`src/rtl/pll_pkg.sv`:
```
// ----------------------------------------------------------------------------
// pll_pkg
//   Shared types for the PLL digital loop-filter blocks.
//   mode_e : loop-filter gear (IDLE / wide-band ACQUIRE / narrow-band TRACK).
// ----------------------------------------------------------------------------
package pll_pkg;

    typedef enum logic [1:0] {
        IDLE    = 2'd0,
        ACQUIRE = 2'd1,
        TRACK   = 2'd2
    } mode_e;

    // True for the modes in which the loop filter is actually running.
    function automatic logic mode_is_active(input mode_e m);
        return (m == ACQUIRE) || (m == TRACK);
    endfunction

endpackage

```
`src/rtl/loop_filter_gear_ctrl_kcounter_var.sv`:
```
// ----------------------------------------------------------------------------
// kcounter_var
//   Signed symmetric K counter with a run-time modulus.
//   Ports:
//     clk_i     in  clock
//     reset_i   in  asynchronous active-low reset
//     up_i      in  count up request
//     down_i    in  count down request
//     clear_i   in  synchronous reload of the counter to 0
//     k_i       in  modulus (signed CNT_W, positive)
//     carry_o   out high while the counter sits at +K
//     borrow_o  out high while the counter sits at -K
//   The terminal flags are decoded from the count register, so a pulse
//   appears the cycle after the step that reached +/-K; during that cycle the
//   counter reloads to 0 and ignores up_i/down_i.
// ----------------------------------------------------------------------------
module kcounter_var #(
    parameter int CNT_W = 8
) (
    input  logic                    clk_i,
    input  logic                    reset_i,
    input  logic                    up_i,
    input  logic                    down_i,
    input  logic                    clear_i,
    input  logic signed [CNT_W-1:0] k_i,
    output logic                    carry_o,
    output logic                    borrow_o
);

    logic signed [CNT_W-1:0] cnt_reg;
    logic signed [CNT_W-1:0] cnt_next;
    logic signed [CNT_W-1:0] neg_k;

    assign neg_k    = -k_i;
    assign carry_o  = (cnt_reg == k_i);
    assign borrow_o = (cnt_reg == neg_k);

    always_comb begin
        cnt_next = cnt_reg;
        if (clear_i || carry_o || borrow_o) begin
            cnt_next = '0;
        end else if (up_i && !down_i) begin
            cnt_next = cnt_reg + CNT_W'(1);
        end else if (down_i && !up_i) begin
            cnt_next = cnt_reg - CNT_W'(1);
        end
    end

    always_ff @(posedge clk_i or negedge reset_i) begin
        if (!reset_i) begin
            cnt_reg <= '0;
        end else begin
            cnt_reg <= cnt_next;
        end
    end

endmodule

```
`src/rtl/loop_filter_gear_ctrl.sv`:
```
// ----------------------------------------------------------------------------
// loop_filter_gear_ctrl
//   Gear-shifting controller for the PLL digital loop filter. Converts
//   phase-detector up/down requests into carry/borrow pulses through a K
//   counter whose modulus follows the gear: K_ACQ in ACQUIRE, K_TRK in TRACK.
//   A windowed lock detector on the carry/borrow rate selects the gear.
//   Ports:
//     clk_i     in  clock
//     reset_i   in  asynchronous active-low reset
//     enable_i  in  loop enable; low forces IDLE
//     up_i      in  VCO lags (increment)
//     down_i    in  VCO leads (decrement)
//     carry_o   out one-cycle pulse, counter hit +K
//     borrow_o  out one-cycle pulse, counter hit -K
//     mode_o    out current mode_e
//     locked_o  out high while in TRACK
// ----------------------------------------------------------------------------
module loop_filter_gear_ctrl
    import pll_pkg::*;
#(
    parameter int CNT_W         = 8,
    parameter int K_ACQ         = 8,
    parameter int K_TRK         = 32,
    parameter int WIN_W         = 10,
    parameter int EV_W          = 6,
    parameter int LOCK_THRESH   = 2,
    parameter int UNLOCK_THRESH = 8,
    parameter int LOCK_WINDOWS  = 4
) (
    input  logic       clk_i,
    input  logic       reset_i,
    input  logic       enable_i,
    input  logic       up_i,
    input  logic       down_i,
    output logic       carry_o,
    output logic       borrow_o,
    output logic [1:0] mode_o,
    output logic       locked_o
);

    localparam int STREAK_W = $clog2(LOCK_WINDOWS + 1);

    localparam logic signed [CNT_W-1:0] K_ACQ_S       = CNT_W'(K_ACQ);
    localparam logic signed [CNT_W-1:0] K_TRK_S       = CNT_W'(K_TRK);
    localparam logic [EV_W:0]           LOCK_LIMIT    = (EV_W+1)'(LOCK_THRESH);
    localparam logic [EV_W:0]           UNLOCK_LIMIT  = (EV_W+1)'(UNLOCK_THRESH);
    localparam logic [STREAK_W-1:0]     STREAK_TARGET = STREAK_W'(LOCK_WINDOWS);

    mode_e                   mode_reg;
    mode_e                   mode_next;
    logic [WIN_W-1:0]        win_reg;
    logic [WIN_W-1:0]        win_next;
    logic [EV_W-1:0]         ev_reg;
    logic [EV_W-1:0]         ev_next;
    logic [STREAK_W-1:0]     streak_reg;
    logic [STREAK_W-1:0]     streak_next;
    logic                    locked_reg;

    logic                    active;
    logic                    win_end;
    logic                    mode_change;
    logic                    cnt_clear;
    logic                    event_pulse;
    logic                    quiet_window;
    logic                    loud_window;
    logic [EV_W:0]           ev_tot;
    logic signed [CNT_W-1:0] k_sel;

    // ------------------------------------------------------------------
    // K counter
    // ------------------------------------------------------------------
    assign k_sel = (mode_reg == TRACK) ? K_TRK_S : K_ACQ_S;

    // The counter is held at 0 outside the running modes and reloaded on
    // every gear change, so |cnt| never exceeds a freshly shrunk K.
    assign cnt_clear = mode_change || !active;

    kcounter_var #(
        .CNT_W (CNT_W)
    ) u_kcnt (
        .clk_i    (clk_i),
        .reset_i  (reset_i),
        .up_i     (up_i),
        .down_i   (down_i),
        .clear_i  (cnt_clear),
        .k_i      (k_sel),
        .carry_o  (carry_o),
        .borrow_o (borrow_o)
    );

    // ------------------------------------------------------------------
    // Lock detector
    // ------------------------------------------------------------------
    assign active      = mode_is_active(mode_reg);
    assign win_end     = active && (&win_reg);
    assign event_pulse = carry_o || borrow_o;

    // Window total includes the event landing in the final window cycle;
    // one extra bit so a saturated count plus that event cannot wrap.
    assign ev_tot       = {1'b0, ev_reg} + (EV_W+1)'(event_pulse);
    assign quiet_window = (ev_tot <= LOCK_LIMIT);
    assign loud_window  = (ev_tot > UNLOCK_LIMIT);

    // ------------------------------------------------------------------
    // Mode FSM: next state
    // ------------------------------------------------------------------
    always_comb begin
        mode_next = mode_reg;
        if (!enable_i) begin
            mode_next = IDLE;
        end else begin
            case (mode_reg)
                IDLE:    mode_next = ACQUIRE;
                ACQUIRE: if (streak_reg == STREAK_TARGET) mode_next = TRACK;
                TRACK:   if (win_end && loud_window)      mode_next = ACQUIRE;
                default: mode_next = IDLE;
            endcase
        end
    end

    assign mode_change = (mode_next != mode_reg);

    // ------------------------------------------------------------------
    // Window, event and streak counters
    // ------------------------------------------------------------------
    always_comb begin
        win_next    = win_reg + WIN_W'(1);
        ev_next     = ev_reg;
        streak_next = streak_reg;

        if (mode_change || !active) begin
            // Window restarts from 0 on mode entry; IDLE keeps everything clear.
            win_next    = '0;
            ev_next     = '0;
            streak_next = '0;
        end else begin
            if (win_end) begin
                ev_next = '0;
            end else if (event_pulse && !(&ev_reg)) begin
                ev_next = ev_reg + EV_W'(1);
            end

            if (win_end && (mode_reg == ACQUIRE)) begin
                if (!quiet_window) begin
                    streak_next = '0;
                end else if (streak_reg != STREAK_TARGET) begin
                    streak_next = streak_reg + STREAK_W'(1);
                end
            end
        end
    end

    // ------------------------------------------------------------------
    // State registers
    // ------------------------------------------------------------------
    always_ff @(posedge clk_i or negedge reset_i) begin
        if (!reset_i) begin
            mode_reg   <= IDLE;
            win_reg    <= '0;
            ev_reg     <= '0;
            streak_reg <= '0;
            locked_reg <= 1'b0;
        end else begin
            mode_reg   <= mode_next;
            win_reg    <= win_next;
            ev_reg     <= ev_next;
            streak_reg <= streak_next;
            locked_reg <= (mode_next == TRACK);
        end
    end

    assign mode_o   = mode_reg;
    assign locked_o = locked_reg;

endmodule

```
`config.mk`:
```
export PLATFORM = sky130hd
export DESIGN_NAME = loop_filter_gear_ctrl
export DESIGN_NICKNAME = d
export VERILOG_FILES = /design/src/rtl/pll_pkg.sv /design/src/rtl/loop_filter_gear_ctrl_kcounter_var.sv /design/src/rtl/loop_filter_gear_ctrl.sv
export SDC_FILE = /design/constraint.sdc
export NUM_CORES = 1
export LEC_CHECK = 0
export CORE_MARGIN = 2
export CORE_UTILIZATION = 39
export CTS_BUF_LIST = sky130_fd_sc_hd__clkbuf_8
export DETAILED_ROUTE_END_ITERATION = 16
export DONT_BUFFER_PORTS = 1
export GPL_ROUTABILITY_DRIVEN = 0
export PLACE_DENSITY_LB_ADDON = 0.3
export SYNTH_ARGS = -nofsm -noshare
export SYNTH_HDL_FRONTEND = slang
export SYNTH_SLANG_ARGS = --single-unit
```
`constraint.sdc`:
```
create_clock -name clk_i -period 5.22 [get_ports clk_i]
set_input_delay 0.261 -clock clk_i [delete_from_list [all_inputs] [get_ports clk_i]]
set_output_delay 0.261 -clock clk_i [all_outputs]
set_load 0.03 [all_outputs]
```
After elaboration in Yosys (flattened, before gate mapping). Cells that the tools add are included.

Bits in registers: 30. Output and inout port bits: 5. Word-level logic and storage cells: 62.

Equality and inequality tests: 9. Reductions and logical operators: 22. $add $sub $neg: 7. Magnitude comparators: 2. Multiplexer cells: 16.

Operators with widths (number): two-way mux 6 bit (4); two-way mux 8 bit (3); two-way mux 3 bit (4); adder 10 x 1 -> 10 bit, second input constant (1); two-way mux 10 bit (1); AND reduction 10 bit (1); adder 8 x 2 -> 8 bit, second input constant (1); == test 8 x 7 -> 1 bit (1); == test 8 bit (1); negator 6 -> 8 bit (1); subtractor 8 x 2 -> 8 bit, second input constant (1); adder 6 x 1 -> 7 bit (1); greater-than comparator 7 x 4 -> 1 bit, second input constant (1); <= comparator 7 x 2 -> 1 bit, second input constant (1); adder 6 x 1 -> 6 bit, second input constant (1); logical AND 1 bit (6); two-way mux 2 bit (3); case mux 2 bit (3 select lines) (1); AND reduction 6 bit (1); nonzero test 3 bit (2); logical OR 1 bit (5); == test 2 bit, second input constant (2); zero test 1 bit (4); adder 3 x 1 -> 3 bit, second input constant (1); 8 further kinds (8).

Depth between registers and ports, before layout. Gate-level depths: netlist of run 1.

Depth in word-level cells: 16. Gate-level depth with buffers: 17.

Hierarchy. A second synthesis of run 1 with hierarchy kept.

Cell total of the unflattened synthesis: 264. Area, all modules: 2308.5 sq um.

By module, submodules not included: loop_filter_gear_ctrl (instances 1, sequential area each 550.5 sq um, area each 1385.1 sq um, cells each 153); kcounter_var (instances 1, sequential area each 200.2 sq um, area each 923.4 sq um, cells each 111).

Worst setup path before layout of run 1. Ideal clock, no wire load.

Kind: reg-to-reg. From: register mode_reg[0] (netlist: mode_o[0]). To: register streak_reg[1]. Arrival time: 3313 ps. Required time: 5094 ps. Stages on the path, launching flop included: 18. Slack: 1781 ps. Cells stage by stage: dfrtp_1 -> inv_1 -> ha_1 -> buf_6 -> nor4_2 -> a31oi_1 -> o22ai_2 -> and2_2 -> buf_6 -> ha_1 -> ha_1 -> nand2b_1 -> o32ai_1 -> a221oi_2 -> o21ai_2 -> a21oi_2 -> buf_4 -> a21oi_1.

Word-level cells in the longest chain between the ends: 15. Elaborated cells on any way between the ends: 28. Those cells by class: add/sub (2); order compare (2); eq/ne (6); mux (8); reduce/logical (10).

Ends and longest elaborated chain: from (decl) (line loop_filter_gear_ctrl.sv:49) `mode_e mode_reg;`; from (signal assigned) (line loop_filter_gear_ctrl.sv:164) `mode_reg <= mode_next;`; == test 2 bit (line pll_pkg.sv:16, loop_filter_gear_ctrl.sv:72, loop_filter_gear_ctrl.sv:112); two-way mux 6 bit (line loop_filter_gear_ctrl.sv:72) `assign k_sel = (mode_reg == TRACK) ? K_TRK_S : K_ACQ_S;`; negator 6 -> 8 bit (line loop_filter_gear_ctrl_kcounter_var.sv:34) `assign neg_k = -k_i;`; == test 8 bit (line loop_filter_gear_ctrl_kcounter_var.sv:36) `assign borrow_o = (cnt_reg == neg_k);`; logical OR 1 bit (line loop_filter_gear_ctrl.sv:96) `assign event_pulse = carry_o || borrow_o;`; adder 6 x 1 -> 7 bit (line loop_filter_gear_ctrl.sv:100) `assign ev_tot = {1'b0, ev_reg} + (EV_W+1)'(event_pulse);`; greater-than comparator 7 x 4 -> 1 bit (line loop_filter_gear_ctrl.sv:102) `assign loud_window = (ev_tot > UNLOCK_LIMIT);`; logical AND 1 bit (line loop_filter_gear_ctrl.sv:115) `TRACK: if (win_end && loud_window) mode_next = ACQUIRE;`; two-way mux 2 bit (line loop_filter_gear_ctrl.sv:115); case mux 2 bit (3 select lines) (line loop_filter_gear_ctrl.sv:112) `case (mode_reg)`; two-way mux 2 bit (line loop_filter_gear_ctrl.sv:109) `if (!enable_i) begin`; != test 2 bit (line loop_filter_gear_ctrl.sv:121) `assign mode_change = (mode_next != mode_reg);`; logical OR 1 bit (line loop_filter_gear_ctrl.sv:131) `if (mode_change || !active) begin`; != test 3 x 1 -> 1 bit (no source line) or nonzero test 2 bit (tied branches); AND reduction 2 bit (no source line); to (signal assigned) (line loop_filter_gear_ctrl.sv:167) `streak_reg <= streak_next;`; to (decl) (line loop_filter_gear_ctrl.sv:55) `logic [STREAK_W-1:0] streak_reg;`.

Several ways; a longest one is shown, not always the timed one. The select of a mux whose other input is x is not followed. A chain may end at the register's enable or synchronous reset.

Final worst setup path of run 1.
From: register mode_reg[0] (netlist: mode_o[0]). To: register u_kcnt.cnt_reg[6].

Word-level cells in the longest chain between the ends: 16. Elaborated cells on any way between the ends: 24. Those cells by class: add/sub (2); order compare (1); eq/ne (5); mux (6); reduce/logical (10).

Ends and longest elaborated chain: == test 2 bit (line pll_pkg.sv:16, loop_filter_gear_ctrl.sv:72, loop_filter_gear_ctrl.sv:112); two-way mux 6 bit (line loop_filter_gear_ctrl.sv:72); negator 6 -> 8 bit (line loop_filter_gear_ctrl_kcounter_var.sv:34); == test 8 bit (line loop_filter_gear_ctrl_kcounter_var.sv:36); logical OR 1 bit (line loop_filter_gear_ctrl.sv:96); adder 6 x 1 -> 7 bit (line loop_filter_gear_ctrl.sv:100); greater-than comparator 7 x 4 -> 1 bit (line loop_filter_gear_ctrl.sv:102); logical AND 1 bit (line loop_filter_gear_ctrl.sv:115); two-way mux 2 bit (line loop_filter_gear_ctrl.sv:115); case mux 2 bit (3 select lines) (line loop_filter_gear_ctrl.sv:112); two-way mux 2 bit (line loop_filter_gear_ctrl.sv:109); != test 2 bit (line loop_filter_gear_ctrl.sv:121); logical OR 1 bit (line loop_filter_gear_ctrl.sv:76) `assign cnt_clear = mode_change || !active;`; logical OR 1 bit (line loop_filter_gear_ctrl_kcounter_var.sv:40) `if (clear_i || carry_o || borrow_o) begin`; logical OR 1 bit * (line loop_filter_gear_ctrl_kcounter_var.sv:40); nonzero test 3 bit (no source line) or two-way mux 8 bit (tied branches); to (signal assigned) (line loop_filter_gear_ctrl_kcounter_var.sv:53) `cnt_reg <= cnt_next;`; to (decl) (line loop_filter_gear_ctrl_kcounter_var.sv:30) `logic signed [CNT_W-1:0] cnt_reg;`.

Every way passes the cells marked *; elsewhere a longest branch is shown, timed or not.

==> impl_results.md, run 1 <==
* Post-DP HPWL at 3120 um
* Syn_area_per_cell at 9.19 sq um
* Core Rows at 27
* Final Util at 0.430
* Clock transition at path regs at 70 ps
* Hold Startpoint: enable_i
* Wl on met1 at 2100 um
* Via count at 1,708
* Top cell type's share of synthesized area at 0.336
* Post-layout total power at 0.644 mW
* Fin Setup TNS at 0 ps
* Synth cell count leaders: dfrtp_1 (30), nor2_1 (24), a21oi_1 (18)
* Status: completed
* P_leak at 0.937 nW
* Worst EP required at 5390 ps
* P&R area growth vs syn at 6.05%
* Synth Area in Compound Gates at 0.176
* Warnings, synthesis at 0
* Post-synth EDFFs at 0
* Die footprint at 0.00635 sq mm
* TritonCTS Buffers at 5
* Multi-input logic area at 0.00134 sq mm
* Largest register FFs at 10
* Die Span Y at 79.7 um
* Clock Root Buffer: clkbuf_8
* Post-Synth Simple-Gate Area at 0.231
* Multiplexer share of the synthesized area at 0.0190
* Register area at 751 sq um
* Hold Crit Depth at 2
* Vias per inst at 5.41
* Vias in the first global route at 1,630
* R2r setup slk at 1220 ps
* Hold EP: mode_o[0]$_DFF_PN0_
* Nets at 266
* RSZ-0062 raised after global routing: false
* R2R Path Start: mode_o[0]$_DFF_PN0_
* Met3 wire length at 116 um
* Fraction of layout cells with a size suffix above 1 at 0.131
* # fillers at 526
* Syn Inst Count at 243
* Crit end category: flip-flop
* Worst clock skew at 7.72 ps
* Die X at 79.7 um
* Synthesized cell area at 0.00223 sq mm
* Top area cells in the synthesized netlist: dfrtp_1 (34%), ha_1 (9.5%), xnor2_1 (5.1%)
* Post-Synth Adder-Cell Area at 0.104
* Largest net degree at the start of global routing at 31
* Relative slew slack at 0.325
* Pwr dens at 272 mW/mm^2
* Total Wirelength at 4270 um
* Syn nets at 266
* Peak supply drop at 0.189 mV
* Initial DRC Count at 115
* CTS Buffer Depth at 2
* HP Class: in -> reg
* CORE AREA at 0.00551 sq mm
* Post-synth cell types at 58
* Peak Freq at 250 MHz
* Routed wl met2 at 1990 um
* FF-to-FF End: u_kcnt.cnt_reg[6]$_DFFE_PN0P_
* Seq/Total Area, Yosys at 0.336
* Num ports at 10
* Most frequent cell after synthesis: dfrtp_1
* CP startpoint kind: flip-flop
* Post-synth ARST share at 1.00
* Initial cell density of the core at 0.406
* Initial antenna violation count at 0
* Tot GR Track Use at 0.153
* Top_reg_cell synth: dfrtp_1
* Data arrival, critical path at 4170 ps
* IO buf count at 0
* Worst-skew pair later-pin latency at 280 ps
* Sink Count at 30
* Number of max-cap violations at 0
* Crit path kind: reg -> reg
* Final ANT Viol Nets at 0
* Htree depth at 2
* Leading area contributor after synthesis: dfrtp_1
* First-pass GRT wire length at 7650 um
* Final period util at 0.766
* Worst-Margin Slew at 1010 ps
* Reg2Reg Depth at 15
* Xor and xnor area share after synthesis at 0.0667
* Total gr overflow at 0
* Count of final hold-check violations at 0
* Slew Viols, Final at 0
* Main combinational cell family by area after synthesis: simple AND/OR/NAND/NOR gates
* Minimum period implied by the final worst setup slack at 4000 ps
* Routed wire per std cell at 13.5 um
* DRC Markers at 0
* CTS tree: yes
* Setup-failing EPs final at 0
* CP max FO at 21
* Number of synthesized register bits at 30
* Uppermost layer routed: met4
* Number of antenna diodes at 0
* First-pass iteration count of the detailed router at 4
==> per-layer routing <==
layer  vias to the layer above  GRT usage
met4                         0     0.0483
met5                         -          0
met1                       816      0.210
met2                        14      0.237
li1                        872          -
met3                         6     0.0396
==> through the flow <==
step                instance area, sq um  std cells  worst slack [ps]  hold slack, ps
floorplan                           2230        243              1780           -34.6
global placement                    2240        306              1380           -33.6
detailed placement                  2240        306              1230           -33.7
CTS                                 2370        316              1200             320
global route                        2370        316               867             342
finish                              2370        316              1220             344
==> worst max path at each step <==
| stage | endpoint | slack (ps) | startpoint | cells after the start |
|---|---|---|---|---|
| floorplan | streak_reg[1]$_DFFE_PN0P_ | 1780 | mode_o[0]$_DFF_PN0_ | 17 |
| global placement | u_kcnt.cnt_reg[6]$_DFFE_PN0P_ | 1380 | mode_o[0]$_DFF_PN0_ | 15 |
| detailed placement | u_kcnt.cnt_reg[6]$_DFFE_PN0P_ | 1230 | mode_o[0]$_DFF_PN0_ | 15 |
| CTS | u_kcnt.cnt_reg[6]$_DFFE_PN0P_ | 1200 | mode_o[0]$_DFF_PN0_ | 15 |
| global route | u_kcnt.cnt_reg[6]$_DFFE_PN0P_ | 870 | mode_o[0]$_DFF_PN0_ | 15 |
| finish | u_kcnt.cnt_reg[6]$_DFFE_PN0P_ | 1220 | mode_o[0]$_DFF_PN0_ | 15 |
==> layout by cell type (no fill, tap or decap), types with 2 or more instances in the layout <==
cell type	Yosys	final
o2111ai_1	2	2
and2_1	2	2
nand2b_1	2	2
mux2i_1	2	2
o21ai_1	2	2
and3_1	3	3
o32ai_1	2	2
o21ai_0	11	11
ha_1	17	17
inv_1	16	16
nand3_1	12	12
xnor2_1	13	13
nor3_2	2	2
dfrtp_1	30	30
xor2_1	4	4
a21oi_1	18	18
nand4_1	4	4
nor2b_1	6	6
a21oi_2	2	2
nor3b_1	2	2
nor3_1	9	9
nor2_1	24	24
a211oi_2	2	2
or3_1	5	5
clkbuf_8	1	6
nand2_1	13	13
mux2_2	2	2
==> report_power, final <==
part           internal, mW  switching [mW]
clock                 0.106          0.0923
sequential            0.246          0.0231
combinational        0.0795          0.0972
==> cells by family after synthesis <==
kind of cell | after synthesis
buffers and inverters | 26
adder cells (fa/ha/maj) | 18
AND/OR/NAND/NOR | 93
flip-flops | 30
multiplexers | 4
XOR/XNOR | 17
AO/OA/AOI/OAI | 55
==> area by class of cell <==
class | instances | area share
Tap cell | 72 | 0.0380
Multi-Input combinational cell | 187 | 0.564
Clock buffer | 6 | 0.0349
Inverter | 16 | 0.0254
Sequential cell | 30 | 0.317
Clock inverter | 2 | 0.00528
Timing Repair Buffer | 3 | 0.0158
==> what timing repair did <==
action,4_1_cts,5_1_grt
setup buffers,0,0
hold buffers,2,0
resized for setup,0,0
endpoints found under the setup margin,0,0
hold endpoints to repair,30,0
==> worst max-delay path, cell delays in order (launching register included) <==
cell and delay, ps:
dfrtp_1 610, inv_1 170, ha_1 400, nor4_2 340, a31oi_1 80, o22ai_2 210, and2_2 360, ha_1 240
ha_1 250, nor2_1 170, and4_1 220, a221oi_2 40, o21ai_2 200, a21oi_2 80, buf_4 220, a2111oi_2 300
(Power assumes the default switching activity.)
==> run 2, diff against run 1 <==
ABC_AREA = 1   (was not set)
clock period = 3.6 ns   (was 5.22 ns; I/O delays follow)
==> run 2 against run 1 <==
  * Core utilization grew 1.5 points
  * Hold slack worse by 160 ps
  * Cell area up 2.9%
  * Clock power up 39%
  * Sequential cell count stayed put
  * Via count shrank 2.2%
  * Combinational power shrank 12%
  * Die area down 2.1%
  * First-iteration DRC count shrank 44%
  * Synthesized cell count is 16% higher
==> impl_results.md, run 2 <==
* Most frequent cell after synthesis: nand2_1
* Data arrival, critical path at 3540 ps (-630 ps)
* Via count at 1,670 (-2.2%)
* CTS Buffer Depth at 2 (unchanged)
* CTS tree: yes
* First-pass iteration count of the detailed router at 4 (unchanged)
* Worst-skew pair later-pin latency at 280 ps (about the same)
* Syn nets at 304 (+14%)
* P_leak at 1.14 nW (+22%)
* Synthesized cell area at 0.00218 sq mm (-2.2%)
* Die footprint at 0.00622 sq mm (-2.1%)
* Htree depth at 2 (unchanged)
* Syn Inst Count at 281 (+16%)
* Top_reg_cell synth: dfrtp_1
* Num ports at 10 (unchanged)
* Post-synth EDFFs at 0 (unchanged)
* Status: completed
* Synth cell count leaders: nand2_1 (52), inv_1 (48), nor2_1 (31)
* Worst EP required at 3820 ps (-1570 ps)
* Internal Pwr Total at 0.557 mW (+29%)
* Die Span Y at 78.8 um (-1.0%)
* CORE AREA at 0.00547 sq mm (-0.61%)
* Nets at 314 (+18%)
* Largest net degree at the start of global routing at 31 (unchanged)
* IO buf count at 0 (unchanged)
* Comb power frac at 0.196 (-0.079)
* Power share of the clock group at 0.349 (+0.041)
* Final ANT Viol Nets at 0 (unchanged)
* HP Class: in -> reg
* DRC Markers at 0 (unchanged)
* Fraction of layout cells with a size suffix above 1 at 0.168 (+0.0367)
* Sw Pwr at 0.234 mW (+10%)
* Clock transition at path regs at 60 ps (about the same)
* Warnings, synthesis at 0 (unchanged)
* Post-synth cell types at 30 (-48%)
* Worst clock skew at 3.64 ps (-4.09 ps)
* Pwr dens at 324 mW/mm^2 (+19%)
* R2r setup slk at 280 ps (-940 ps)
* Setup-failing EPs final at 0 (unchanged)
* Number of synthesized register bits at 30 (unchanged)
* Fin Setup TNS at 0 ps (unchanged)
* Post-DP HPWL at 2980 um (-4.4%)
* Worst-Margin Slew at 351 ps (-659 ps)
* Final worst slack at 282 ps (-939 ps)
* Minimum period implied by the final worst setup slack at 3320 ps (-681 ps)
* Clock Root Buffer: clkbuf_8
* Crit path kind: reg -> reg
* Die X at 78.8 um (-1.0%)
* Place WS at 126 ps (-1110 ps)
* Total Wirelength at 3940 um (-7.7%)
* Largest register FFs at 10 (unchanged)
* CP max FO at 7 (-67%)
* Top cell type's share of synthesized area at 0.344 (+0.00751)
* Initial antenna violation count at 0 (unchanged)
* Final period util at 0.922 (+0.156)
* Routed wire per std cell at 10.8 um (-20%)
* Peak Freq at 301 MHz (+21%)
* Leading area contributor after synthesis: dfrtp_1
* Top area cells in the synthesized netlist: dfrtp_1 (34%), ha_1 (9.7%), nand2_1 (8.9%)
* Count of final hold-check violations at 0 (unchanged)
* Number of antenna diodes at 0 (unchanged)
* Total gr overflow at 0 (unchanged)
* Number of max-cap violations at 0 (unchanged)
* Vias in the first global route at 1,689 (+3.6%)
* Initial cell density of the core at 0.399 (-0.00641)
* Relative slew slack at 0.764 (+0.440)
* # fillers at 553 (+5.1%)
* Vias per inst at 4.59 (-15%)
* Syn_area_per_cell at 7.77 sq um (-15%)
* Initial DRC Count at 64 (-44%)
* Seq/Total Area, Yosys at 0.344 (+0.00751)
* Core Rows at 27 (unchanged)
* P&R area growth vs syn at 11.6%
* Post-synth ARST share at 1.00 (unchanged)
* Reg power frac at 0.456 (+0.039)
* Commonest non-fill, non-tap cell in the layout: nand2_1
* Slew Viols, Final at 0 (unchanged)
* Tot GR Track Use at 0.144 (-0.00951)
* CP startpoint kind: flip-flop
* Peak supply drop at 0.229 mV (+21%)
* Sink Count at 30 (unchanged)
* Net Sw Frac at 0.296 (-0.0343)
* First-pass GRT wire length at 7200 um (-6.0%)
* Most frequent cells in the layout: nand2_1 (50), inv_1 (48), nor2_1 (31)
* RSZ-0062 raised after global routing: false
* TritonCTS Buffers at 5 (unchanged)
* Crit end category: flip-flop
## run 2: what timing repair did
item                                    CTS  global route
endpoints found under the hold margin    30             0
endpoints found under the setup margin    0            27
buffers inserted                          0             1
resized for setup                         0             9
hold buffers                              2             0
## run 2: path summary, 6_finish.rpt
| check | startpoint | end | depth (start not counted) |
|---|---|---|---|
| max | mode_o[0]$_DFF_PN0_ | win_reg[8]$_DFF_PN0_ | 23 |
| min | enable_i | mode_o[0]$_DFF_PN0_ | 4 |
| max reg2reg | mode_o[0]$_DFF_PN0_ | win_reg[8]$_DFF_PN0_ | 23 |
| min reg2reg | win_reg[0]$_DFF_PN0_ | win_reg[0]$_DFF_PN0_ | 1 |
| max in group asynchronous | reset_i | u_kcnt.cnt_reg[1]$_DFFE_PN0P_ | 2 |
| min in group asynchronous | reset_i | win_reg[3]$_DFF_PN0_ | 2 |
## run 2: cell type report
type | count | area (sq um) | area share
multi-input combinational | 195 | 1230 | 0.504
inverter | 52 | 198 | 0.0811
clock buffer | 6 | 82.6 | 0.0339
tap | 72 | 90.1 | 0.0370
timing repair buffer | 7 | 80.1 | 0.0329
sequential | 30 | 751 | 0.308
clock inverter | 2 | 8.76 | 0.00359
## run 2: critical path, cell delays in order (launching register included)
cell and delay [ps]:
dfrtp_1 380, inv_2 80, ha_4 180, xnor2_1 130
nor4_2 290, nand3_1 170, nand2_2 120, ha_2 200
ha_2 280, or2_1 230, nor2_1 100, nand2_1 50
nor2_1 80, nand2_1 60, nand3_2 60, nand2_1 60
nand2_2 70, nand2_2 70, nand2_2 80, nand3_2 80
nor2_4 160, inv_4 100, buf_12 170, nor2_4 70
## run 2: power by group through the flow
stage	Sequential (mW)	Combinational (mW)	Clock [mW]
floorplan	0.365	0.116	0
global placement	0.366	0.140	0
detailed placement	0.366	0.141	0
CTS	0.360	0.153	0.285
global route	0.362	0.180	0.301
finish	0.360	0.155	0.276
## run 2: logic make-up after synthesis
| logic type | Yosys count | synth area share |
|---|---|---|
| xor gates and xnor gates | 17 | 0.0682 |
| AOI/OAI and AO/OA | 29 | 0.0739 |
| adders and majority gates | 18 | 0.107 |
| buffers and inverters | 56 | 0.108 |
| and+or+nand+nor | 131 | 0.300 |
| DFF | 30 | 0.344 |
## run 2: through the flow
step	power [mW]	std cells	utilization	cell area [sq um]	hold slack, ps
5_1_grt	0.842	364	0.445	2440	215
2_1_floorplan	0.481	281	-	2180	-116
4_1_cts	0.797	363	0.438	2400	173
3_5_place_dp	0.508	353	0.416	2280	-115
6_report	0.791	364	0.445	2440	181
3_3_place_gp	0.506	353	0.416	2280	-115
## run 2: routing by layer
metal	part of all wire	global-route usage	up-vias
met5	0	0	-
met4	0.014	0.0414	0
met3	0.032	0.0307	7
met2	0.48	0.245	19
met1	0.47	0.185	756
li1	-	-	888
==> run 3, diff against run 2 <==
ABC_AREA = not set   (was 1)
CAP_MARGIN = 5   (was not set)
==> run 3 against run 2 <==
  * Combinational power rose by 74%
  * Highest routed layer unchanged
  * Non-clock buffer count rose by 1
  * Register-to-register slack got worse by 30 ps
  * Total power rose by 14%
  * Cell area fell by 1.4%
  * Sequential share of layout area rose by 0.45 points
  * First-iteration DRC count rose by 7.8%
  * Via count rose by 4.7%
  * Clock-buffer cell count fell by 1
  * Critical path type unchanged
  * Sequential cell count did not move
==> impl_results.md, run 3 (synthesis results as in run 1) <==
* Status: completed
* Most frequent cells in the layout: dfrtp_1 (30), nor2_1 (24), a21oi_1 (18)
* Via count at 1,748 (+4.7%)
* Die Span Y at 79.7 um (+1.1%)
* Peak supply drop at 0.188 mV (-18%)
* Post-cts resize count at 0 (unchanged)
* Initial DRC Count at 69 (+7.8%)
* Core Rows at 27 (unchanged)
* Vias per inst at 5.46 (+19%)
* Initial antenna violation count at 0 (unchanged)
* Slew Viols, Final at 0 (unchanged)
* Fraction of layout cells with a size suffix above 1 at 0.145 (-0.0226)
* CP startpoint kind: flip-flop
* CTS tree: yes
* Minimum period implied by the final worst setup slack at 3350 ps (+30.1 ps)
* RSZ-0062 raised after global routing: false
* Setup-failing EPs final at 0 (unchanged)
* # fillers at 531 (-4.0%)
* R2R Path Start: mode_o[0]$_DFF_PN0_
* Die X at 79.7 um (+1.1%)
* CORE AREA at 0.00551 sq mm (+0.62%)
* First-pass iteration count of the detailed router at 4 (unchanged)
* FF-to-FF End: u_kcnt.cnt_reg[6]$_DFFE_PN0P_
* WP buf/inv at 2 (-1)
* Worst-Margin Slew at 512 ps (+160 ps)
* Count of final hold-check violations at 0 (unchanged)
* Nets at 271 (-14%)
* P_leak at 0.966 nW (-15%)
* Routed wire per std cell at 13.5 um (+25%)
* Clock transition at path regs at 60 ps (about the same)
* HP Class: in -> reg
* Worst clock skew at 2.47 ps (-1.16 ps)
* Crit path top cell by count: ha_1
* DRC Markers at 0 (unchanged)
* Largest net degree at the start of global routing at 31 (unchanged)
* Crit end category: flip-flop
* Cell breakdown of the critical path: inv_1, ha_1, nor4_2, a31oi_1, o22ai_2, and2_2, ha_1, ha_1, nand2b_1, o32ai_1, a221oi_2, o21ai_2, a21oi_2, buf_12, a2111oi_2
* Vias in the first global route at 1,683 (-0.36%)
* Pwr dens at 376 mW/mm^2 (+16%)
* Hold Startpoint: enable_i
* Reg2Reg Depth at 15 (-35%)
* Initial cell density of the core at 0.406 (+0.00641)
* Largest register FFs at 10 (unchanged)
* Relative slew slack at 0.658 (-0.106)
* Data arrival, critical path at 3510 ps (-30 ps)
* First-pass GRT wire length at 7620 um (+5.9%)
* Clock Root Buffer: clkbuf_8
* CP max-delay cell: dfrtp_1
* Sink Count at 30 (unchanged)
* TritonCTS Buffers at 5 (unchanged)
* Worst-skew pair later-pin latency at 270 ps (about the same)
* Total gr overflow at 0 (unchanged)
* Hold Crit Depth at 2 (-2)
* Tot GR Track Use at 0.150 (+0.00653)
* Post-layout total power at 0.903 mW (+14%)
* Total Wirelength at 4320 um (+9.7%)
* Crit-path max cell delay at 380 ps (about the same)
* Crit path kind: reg -> reg
* Post-DP HPWL at 3230 um (+8.6%)
* Peak Freq at 299 MHz (-0.90%)
* IO buf count at 0 (unchanged)
* Final ANT Viol Nets at 0 (unchanged)
* Die footprint at 0.00635 sq mm (+2.1%)
* CTS Buffer Depth at 2 (unchanged)
* Final period util at 0.930 (+0.00837)
* Place WS at 254 ps (+128 ps)
* Htree depth at 2 (unchanged)
* CP max FO at 18 (+11)
* P&R area growth vs syn at 7.56%
* Worst EP required at 3760 ps (-60 ps)
* R2r setup slk at 250 ps (-30 ps)
* Num ports at 10 (unchanged)
* Hold EP: mode_o[0]$_DFF_PN0_
* Number of max-cap violations at 0 (unchanged)
* Final worst slack at 252 ps (-30.1 ps)
* Number of antenna diodes at 0 (unchanged)
* Fin Setup TNS at 0 ps (unchanged)
* CP delay by family, top: compound AO/OA/AOI/OAI gates
* Commonest non-fill, non-tap cell in the layout: dfrtp_1
-- run 3: metrics by stage --
stage / util / std cells / hold WS, ps / instance area [sq um]
after detailed placement: 0.416 / 311 / -115 / 2290
final: 0.436 / 320 / 280 / 2400
after CTS: 0.436 / 320 / 276 / 2400
after floorplan: - / 243 / -116 / 2230
after global routing: 0.436 / 320 / 285 / 2400
after global placement: 0.416 / 311 / -115 / 2290
-- run 3: worst max-delay path by stage --
stage                        start                       endpoint  slack (ps)  cells past startpoint
4_1_cts        mode_o[0]$_DFF_PN0_  u_kcnt.cnt_reg[6]$_DFFE_PN0P_         230                     15
2_1_floorplan  mode_o[0]$_DFF_PN0_      streak_reg[1]$_DFFE_PN0P_         160                     17
3_3_place_gp   mode_o[0]$_DFF_PN0_  u_kcnt.cnt_reg[6]$_DFFE_PN0P_         360                     15
3_5_place_dp   mode_o[0]$_DFF_PN0_  u_kcnt.cnt_reg[6]$_DFFE_PN0P_         250                     15
6_report       mode_o[0]$_DFF_PN0_  u_kcnt.cnt_reg[6]$_DFFE_PN0P_         250                     15
5_1_grt        mode_o[0]$_DFF_PN0_  u_kcnt.cnt_reg[6]$_DFFE_PN0P_         0.4                     15
-- run 3: power by group --
part	switching, mW	leakage (nW)	internal [mW]
clock	0.117	0.0438	0.129
sequential	0.0311	0.412	0.356
combinational	0.147	0.510	0.122
total	0.295	0.966	0.608
-- run 3: cell type report --
class,count,area [sq um],area share
clock buffer,5,68.8,0.0286
clock inverter,2,10.0,0.00417
inverter,16,60.1,0.0250
multi-input combinational,187,1340,0.556
sequential,30,751,0.313
tap,72,90.1,0.0375
timing repair buffer,8,87.6,0.0365
-- run 3: per-layer routing --
layer / global-route usage / part of all wire
met2: 0.249 / 0.47
met4: 0.0362 / 0.011
met3: 0.0339 / 0.026
met1: 0.199 / 0.49
met5: 0 / 0
-- run 3: what timing repair did --
item | 4_1_cts | 5_1_grt
buffers inserted | 0 | 0
hold buffers | 2 | 0
hold endpoints to repair | 30 | 0
